--- config.mk ---
export PLATFORM = sky130hd
export DESIGN_NAME = clock_time_ctrl_flat
export DESIGN_NICKNAME = d
export VERILOG_FILES = /design/src/rtl/clock_pkg.sv /design/src/rtl/clock_time_ctrl_if.sv /design/src/rtl/clock_tick_gen.sv /design/src/rtl/clock_time_ctrl.sv /design/src/flat_wrapper.sv
export SDC_FILE = /design/constraint.sdc
export NUM_CORES = 1
export LEC_CHECK = 0
export BUFFER_PORTS_ARGS = -buffer_cell sky130_fd_sc_hd__buf_2
export CORE_MARGIN = 8
export CORE_UTILIZATION = 50
export DETAILED_ROUTE_END_ITERATION = 16
export PLACE_DENSITY = 0.73
export SLEW_MARGIN = 20
export SYNTH_ARGS = -nofsm -noshare
export SYNTH_HDL_FRONTEND = slang
export SYNTH_HIERARCHICAL = 1
export SYNTH_SLANG_ARGS = --single-unit
--- constraint.sdc ---
create_clock -name clk -period 2.95 [get_ports clk]
set_input_delay 0 -clock clk [delete_from_list [all_inputs] [get_ports clk]]
set_output_delay 0 -clock clk [all_outputs]
set_load 0.02 [all_outputs]
--- src/rtl/clock_pkg.sv ---
// Shared types and constants for the digital clock timekeeping controller.
// Optional feature macro: CLOCK_ALARM_EN (adds the alarm-set states).
package clock_pkg;

    localparam int HOUR_W = 5;
    localparam int MIN_W  = 6;
    localparam int SEC_W  = 6;
    localparam int MODE_W = 3;

    localparam logic [HOUR_W-1:0] HOUR_MAX = 5'd23;
    localparam logic [MIN_W-1:0]  MIN_MAX  = 6'd59;
    localparam logic [SEC_W-1:0]  SEC_MAX  = 6'd59;

    // Encodings are visible on the mode output and drive display blinking.
    typedef enum logic [MODE_W-1:0] {
        RUN         = 3'd0,
        SET_HOUR    = 3'd1,
        SET_MIN     = 3'd2,
`ifdef CLOCK_ALARM_EN
        SET_SEC     = 3'd3,
        SET_AL_HOUR = 3'd4,
        SET_AL_MIN  = 3'd5
`else
        SET_SEC     = 3'd3
`endif
    } mode_e;

    // Hour increment with 23 -> 0 wrap.
    function automatic logic [HOUR_W-1:0] inc_hour(input logic [HOUR_W-1:0] v);
        return (v == HOUR_MAX) ? '0 : v + 1'b1;
    endfunction

    // Minute/second increment with 59 -> 0 wrap.
    function automatic logic [MIN_W-1:0] inc_sixty(input logic [MIN_W-1:0] v);
        return (v == MIN_MAX) ? '0 : v + 1'b1;
    endfunction

endpackage

--- src/rtl/clock_time_ctrl_if.sv ---
// Button inputs and time/display outputs of the timekeeping controller.
// Optional feature macro: CLOCK_ALARM_EN (alarm_out is 0 without it).
interface clock_time_ctrl_if;
    import clock_pkg::*;

    logic              btn_mode;
    logic              btn_inc;
    logic [HOUR_W-1:0] hour;
    logic [MIN_W-1:0]  min;
    logic [SEC_W-1:0]  sec;
    logic [MODE_W-1:0] mode;
    logic              sec_pulse;
    logic              alarm_out;

    // Button/debounce side drives the buttons and observes the time.
    modport master (
        output btn_mode, btn_inc,
        input  hour, min, sec, mode, sec_pulse, alarm_out
    );

    // The controller itself.
    modport slave (
        input  btn_mode, btn_inc,
        output hour, min, sec, mode, sec_pulse, alarm_out
    );
endinterface

--- src/rtl/clock_tick_gen.sv ---
// 1 Hz prescaler: counts 0..CLK_HZ-1 while run_en is high and flags the
// wrap cycle with tick; held at 0 whenever run_en is low.
module clock_tick_gen #(
    parameter int CLK_HZ = 50000000,
    parameter int CNT_W  = 26
) (
    input  logic clk,
    input  logic reset,
    input  logic run_en,
    output logic tick
);
    localparam logic [CNT_W-1:0] CNT_LAST = CNT_W'(CLK_HZ - 1);

    logic [CNT_W-1:0] cnt;

    assign tick = run_en && (cnt == CNT_LAST);

    // Prescaler counter; restarts from 0 on every entry into RUN.
    always_ff @(posedge clk or posedge reset) begin
        // NOTE: registers use non-blocking assignments so every flop samples
        // pre-edge values regardless of block evaluation order.
        if (reset)
            cnt <= '0;
        else if (!run_en || tick)
            cnt <= '0;
        else
            cnt <= cnt + 1'b1;
    end
endmodule

--- src/rtl/clock_time_ctrl.sv ---
// Timekeeping controller: time-of-day counters, time-set state machine and
// optional alarm. Optional feature macro: CLOCK_ALARM_EN.
module clock_time_ctrl
    import clock_pkg::*;
#(
    parameter int CLK_HZ = 50000000,
    parameter int CNT_W  = 26
) (
    input  logic               clk,
    input  logic               reset,
    clock_time_ctrl_if.slave   bus
);
    mode_e             state, state_nxt;
    logic              run_en, tick, inc_ok;
    logic [HOUR_W-1:0] hour_q, hour_nxt;
    logic [MIN_W-1:0]  min_q, min_nxt;
    logic [SEC_W-1:0]  sec_q, sec_nxt;
    logic              sec_pulse_q;

    assign run_en = (state == RUN);
    // btn_mode wins over a simultaneous btn_inc.
    assign inc_ok = bus.btn_inc && !bus.btn_mode;

    clock_tick_gen #(.CLK_HZ(CLK_HZ), .CNT_W(CNT_W)) u_tick_gen (
        .clk    (clk),
        .reset  (reset),
        .run_en (run_en),
        .tick   (tick)
    );

    // Mode state register.
    always_ff @(posedge clk or posedge reset) begin
        if (reset) state <= RUN;
        else       state <= state_nxt;
    end

    // Mode sequencing on btn_mode.
    always_comb begin
        // NOTE: every combinational output gets a default first so no path
        // leaves it unassigned and no latch is inferred.
        state_nxt = state;
        if (bus.btn_mode) begin
            case (state)
                RUN:         state_nxt = SET_HOUR;
                SET_HOUR:    state_nxt = SET_MIN;
                SET_MIN:     state_nxt = SET_SEC;
`ifdef CLOCK_ALARM_EN
                SET_SEC:     state_nxt = SET_AL_HOUR;
                SET_AL_HOUR: state_nxt = SET_AL_MIN;
`endif
                default:     state_nxt = RUN;
            endcase
        end
    end

    // Next time value: tick with carry in RUN, isolated field increment in SET.
    always_comb begin
        hour_nxt = hour_q;
        min_nxt  = min_q;
        sec_nxt  = sec_q;
        if (tick) begin
            sec_nxt = inc_sixty(sec_q);
            if (sec_q == SEC_MAX) begin
                min_nxt = inc_sixty(min_q);
                if (min_q == MIN_MAX)
                    hour_nxt = inc_hour(hour_q);
            end
        end else if (inc_ok) begin
            case (state)
                SET_HOUR: hour_nxt = inc_hour(hour_q);
                SET_MIN:  min_nxt  = inc_sixty(min_q);
                SET_SEC:  sec_nxt  = inc_sixty(sec_q);
                default:  ;
            endcase
        end
    end

    // Time registers and the per-second pulse.
    always_ff @(posedge clk or posedge reset) begin
        if (reset) begin
            hour_q      <= '0;
            min_q       <= '0;
            sec_q       <= '0;
            sec_pulse_q <= 1'b0;
        end else begin
            hour_q      <= hour_nxt;
            min_q       <= min_nxt;
            sec_q       <= sec_nxt;
            sec_pulse_q <= tick;
        end
    end

    assign bus.hour      = hour_q;
    assign bus.min       = min_q;
    assign bus.sec       = sec_q;
    assign bus.mode      = state;
    assign bus.sec_pulse = sec_pulse_q;

`ifdef CLOCK_ALARM_EN
    logic [HOUR_W-1:0] al_hour_q;
    logic [MIN_W-1:0]  al_min_q;
    logic              alarm_q;
    logic [5:0]        al_ticks_q;
    logic              al_match;

    assign al_match = tick && (sec_nxt == '0) && (min_nxt == al_min_q)
                      && (hour_nxt == al_hour_q);

    // Alarm time registers, set with btn_inc in the alarm-set states.
    always_ff @(posedge clk or posedge reset) begin
        if (reset) begin
            al_hour_q <= '0;
            al_min_q  <= '0;
        end else if (inc_ok && state == SET_AL_HOUR) begin
            al_hour_q <= inc_hour(al_hour_q);
        end else if (inc_ok && state == SET_AL_MIN) begin
            al_min_q  <= inc_sixty(al_min_q);
        end
    end

    // Alarm flag: raised on the matching tick, dropped on dismiss, on leaving
    // RUN, or on the 60th tick after it was raised.
    always_ff @(posedge clk or posedge reset) begin
        if (reset) begin
            alarm_q    <= 1'b0;
            al_ticks_q <= '0;
        end else if (!run_en || bus.btn_mode || bus.btn_inc) begin
            alarm_q    <= 1'b0;
            al_ticks_q <= '0;
        end else if (al_match) begin
            alarm_q    <= 1'b1;
            al_ticks_q <= '0;
        end else if (tick && alarm_q) begin
            if (al_ticks_q == 6'd59)
                alarm_q <= 1'b0;
            al_ticks_q <= al_ticks_q + 1'b1;
        end
    end

    assign bus.alarm_out = alarm_q;
`else
    assign bus.alarm_out = 1'b0;
`endif
endmodule
--- src/flat_wrapper.sv ---
// flat-port wrapper written by rule: the top's interface ports become plain ports
module clock_time_ctrl_flat import clock_pkg::*;
#(
    parameter int CLK_HZ = 50000000,
    parameter int CNT_W  = 26
)
  (clk, reset, bus_btn_mode, bus_btn_inc, bus_hour, bus_min, bus_sec, bus_mode, bus_sec_pulse, bus_alarm_out);
  clock_time_ctrl_if bus_i ();
  input  logic clk;
  input  logic reset;
  input wire logic [$bits(bus_i.btn_mode)-1:0] bus_btn_mode;
  input wire logic [$bits(bus_i.btn_inc)-1:0] bus_btn_inc;
  output wire logic [$bits(bus_i.hour)-1:0] bus_hour;
  output wire logic [$bits(bus_i.min)-1:0] bus_min;
  output wire logic [$bits(bus_i.sec)-1:0] bus_sec;
  output wire logic [$bits(bus_i.mode)-1:0] bus_mode;
  output wire logic [$bits(bus_i.sec_pulse)-1:0] bus_sec_pulse;
  output wire logic [$bits(bus_i.alarm_out)-1:0] bus_alarm_out;
  assign bus_i.btn_mode = bus_btn_mode;
  assign bus_i.btn_inc = bus_btn_inc;
  assign bus_hour = bus_i.hour;
  assign bus_min = bus_i.min;
  assign bus_sec = bus_i.sec;
  assign bus_mode = bus_i.mode;
  assign bus_sec_pulse = bus_i.sec_pulse;
  assign bus_alarm_out = bus_i.alarm_out;
  clock_time_ctrl #(.CLK_HZ(CLK_HZ), .CNT_W(CNT_W)) u_core (.clk(clk), .reset(reset), .bus(bus_i));
endmodule
==> impl_results.md <==
* Worst setup EP type: flip-flop
* Die area at 0.007666 mm²
* Largest net degree at the start of global routing at 27
* Seq cells post-synth at 46
* Critical path cell sequence: nor4b_1 -> nand3_1 -> or4_1 -> nor2_1 -> and2b_2 -> a22oi_2 -> nand2b_1 -> mux2_2
* Worst-path clk slew at 0.09 ns
* Hold Slack at 0.3212 ns
* RSZ-0062 raised after global routing: no
* CTS Buffer Depth at 2
* Total gr overflow at 0
* Area growth syn-to-layout at 13.05%
* Post-synth EDFFs at 0
* Peak VDD IR at 0.3681 mV
* Die H at 87.56 µm
* Yosys warns at 6
* Gpl congestion at 0.8237
* H-tree level count at 2
* Max Fclk at 366.5 MHz
* Synth Instances at 260
* Netlist cell types at 46
* Total Wirelength at 5.312 mm
* Drt via density at 5.653
* Leakage at 0.001196 µW
* Final number of hold-violating endpoints at 0
* # DRC at 0
* Final clock period utilization by the worst path at 0.9248
* Routed Antenna Nets at 0
* Number of gates resized after CTS at 0
* GRT Overall Usage at 0.1462
* Initial antenna violation count at 0
* First DRT Iteration DRCs at 140
* Worst-margin pin slew at 0.7857 ns
* CTS Sinks at 46
* PortBufs at 23
* CTS root buffer: clkbuf_8
* CTS Buf Count at 5
* Width of the die at 87.56 µm
* R2R Setup Slk at 0.22 ns
* Routed length per instance at 14.63 µm
* Drt pass-1 iters at 4
* Startpoint Class: flip-flop
* Tmin final at 2.728 ns
* Max_cap viols at 0
* Inst Count DP at 353
* Max Clock Skew at 0.008083 ns
* Setup ws final at 0.2217 ns
* CP Buf/Inv Count at 0
* Fraction of layout cells with a size suffix above 1 at 0.2014
* Ant diodes at 0
* First-pass GRT wire length at 8.983 mm
* Sequential area share after synthesis at 0.4497
* Reg-to-Reg Start: u_core/u_tick_gen/cnt[24]$_DFF_PP0_
* Pre-CTS WS at 0.2146 ns
* Hpwl dp at 3.857 mm
* I/O Pins at 26
* CP top delay family: simple AND/OR/NAND/NOR gates
* Core Util, Final at 0.5777
* Worst Hold Class: primary input to asynchronous set/reset pin
* Nets at 306
* Power density cells at 619.3 mW/mm²
* Total negative slack at 0 ns
* Crit path max fanout at 5
* Final non-filler cell total at 363
* Core box area at 0.005010 mm²
* Clk Latency, worst-skew pair at 0.30 ns
* Row cnt at 26
* Synth async-reset ratio at 1.000
* Outcome: finished, final reports clean
* CP max stage delay at 0.55 ns
* WS Path Type: flip-flop to flip-flop
* Final Max Tran Viols at 0
* Reg-to-reg endpoint: u_core/bus.min[2]$_DFFE_PP0P_
* Finish-stage setup viols at 0
* Via count at 2052
* Max-slew headroom at 0.4757
* Worst R2R Path Depth at 8
* Post-Syn Area at 0.002560 mm²
* CTS tree: done
* Number of global-route vias before repair at 1970
* Worst path slowest cell: or4_1
* Crit path arrival time at 2.92 ns
* Required @ worst endpoint at 3.14 ns
* Prevailing post-synth register cell: dfrtp_1
* Initial Util at 0.5110
* Syn Area/Cell at 9.846 µm²
[power by group]
group / switching [µW] / leakage [µW] / internal, µW
Sequential: 126 / 0.000625 / 720
Clock: 205 / 0.0000482 / 189
Combinational: 337 / 0.000524 / 215
Total: 668 / 0.00120 / 1120
[cells in the final DEF (no fill, tap or decap), types with 3 or more instances in the layout]
master,count
a21oi_1,13
a31oi_1,5
and3_1,4
and4_1,3
buf_2,23
buf_4,7
clkbuf_8,6
dfrtp_1,46
ha_1,10
inv_1,8
mux2_2,5
nand2_1,17
nand3_1,19
nand4_1,9
nor2_1,19
nor3_1,3
nor4_1,3
o21ai_0,16
o31ai_1,10
or2_2,3
or3_1,8
or4_1,9
xnor2_1,7
xor2_1,5
[per-layer routing]
layer  GRT usage  wire, µm  up-vias
met5           0         0        -
met4     0.04844        71        0
met3     0.03471       194        7
met2      0.2452      2531       31
met1      0.1796      2515      982
li1            -         -     1032
[timing repair]
item	in CTS	in global routing
hold buffers	2	0
setup buffers	0	0
endpoints found under the hold margin	48	0
[sequential cells by signal (all words and copies together), names as in the netlist]
name                   count
u_core/u_tick_gen/cnt     26
u_core/bus.hour            5
u_core/bus.mode            2
u_core/bus.sec             6
u_core/bus.sec_pulse       1
u_core/bus.min             6
[tightest hold or removal path: cells and delay by family]
family / cells / cell delay, ns
buffers and inverters: 3 / 1.08
[per-stage QoR]
step           power [µW]  cell area [µm²]
2_1_floorplan        1215             2564
3_3_place_gp         1405             2783
3_5_place_dp         1418             2783
4_1_cts              1817             2894
5_1_grt              1912             2894
6_report             1792             2894
[synth_stat cells (4+ instances only)]
master	number	area share
dfrtp_1	46	0.45
nand3_1	19	0.037
nor2_1	19	0.028
nand2_1	17	0.025
o21ai_0	16	0.031
a21oi_1	13	0.025
o31ai_1	11	0.032
ha_1	10	0.049
inv_1	9	0.013
nand4_1	9	0.022
or4_1	9	0.026
or3_1	8	0.020
xnor2_1	7	0.024
a31oi_1	5	0.012
mux2_2	5	0.022
xor2_1	5	0.017
and3_1	4	0.0098
[worst max path at each step]
stage	from	endpoint	cells after the start
floorplan	u_core/u_tick_gen/cnt[7]$_DFF_PP0_	u_core/bus.min[2]$_DFFE_PP0P_	9
global placement	u_core/u_tick_gen/cnt[18]$_DFF_PP0_	u_core/bus.min[2]$_DFFE_PP0P_	8
detailed placement	u_core/u_tick_gen/cnt[18]$_DFF_PP0_	u_core/bus.min[2]$_DFFE_PP0P_	8
CTS	u_core/u_tick_gen/cnt[18]$_DFF_PP0_	u_core/bus.min[2]$_DFFE_PP0P_	8
global route	u_core/u_tick_gen/cnt[18]$_DFF_PP0_	u_core/bus.min[2]$_DFFE_PP0P_	8
finish	u_core/u_tick_gen/cnt[24]$_DFF_PP0_	u_core/bus.min[2]$_DFFE_PP0P_	8
[final cells by class]
| type | instances | area [µm²] |
|---|---|---|
| fillers | 450 | 2116 |
| well taps | 70 | 87.58 |
| flip-flops and latches | 46 | 1151 |
| multi-input cells | 198 | 1343 |
| clock buffers | 7 | 86.33 |
| repair buffers | 32 | 187.7 |
| clock inverters | 1 | 5.005 |
| inverters | 9 | 33.78 |
[logic make-up (layout without fill, tap and decap cells)]
group | count (synthesis) | in the layout | synth area share
muxes | 6 | 6 | 0.02590
buffers and inverters | 17 | 49 | 0.02932
and+or+nand+nor | 113 | 113 | 0.2605
other | 1 | 2 | 0.001465
DFF | 46 | 46 | 0.4497
AOI/OAI and AO/OA | 55 | 55 | 0.1432
adders and majority gates | 10 | 10 | 0.04888
xor gates and xnor gates | 12 | 12 | 0.04106
Note: power is estimated with default switching activity, not from simulation.
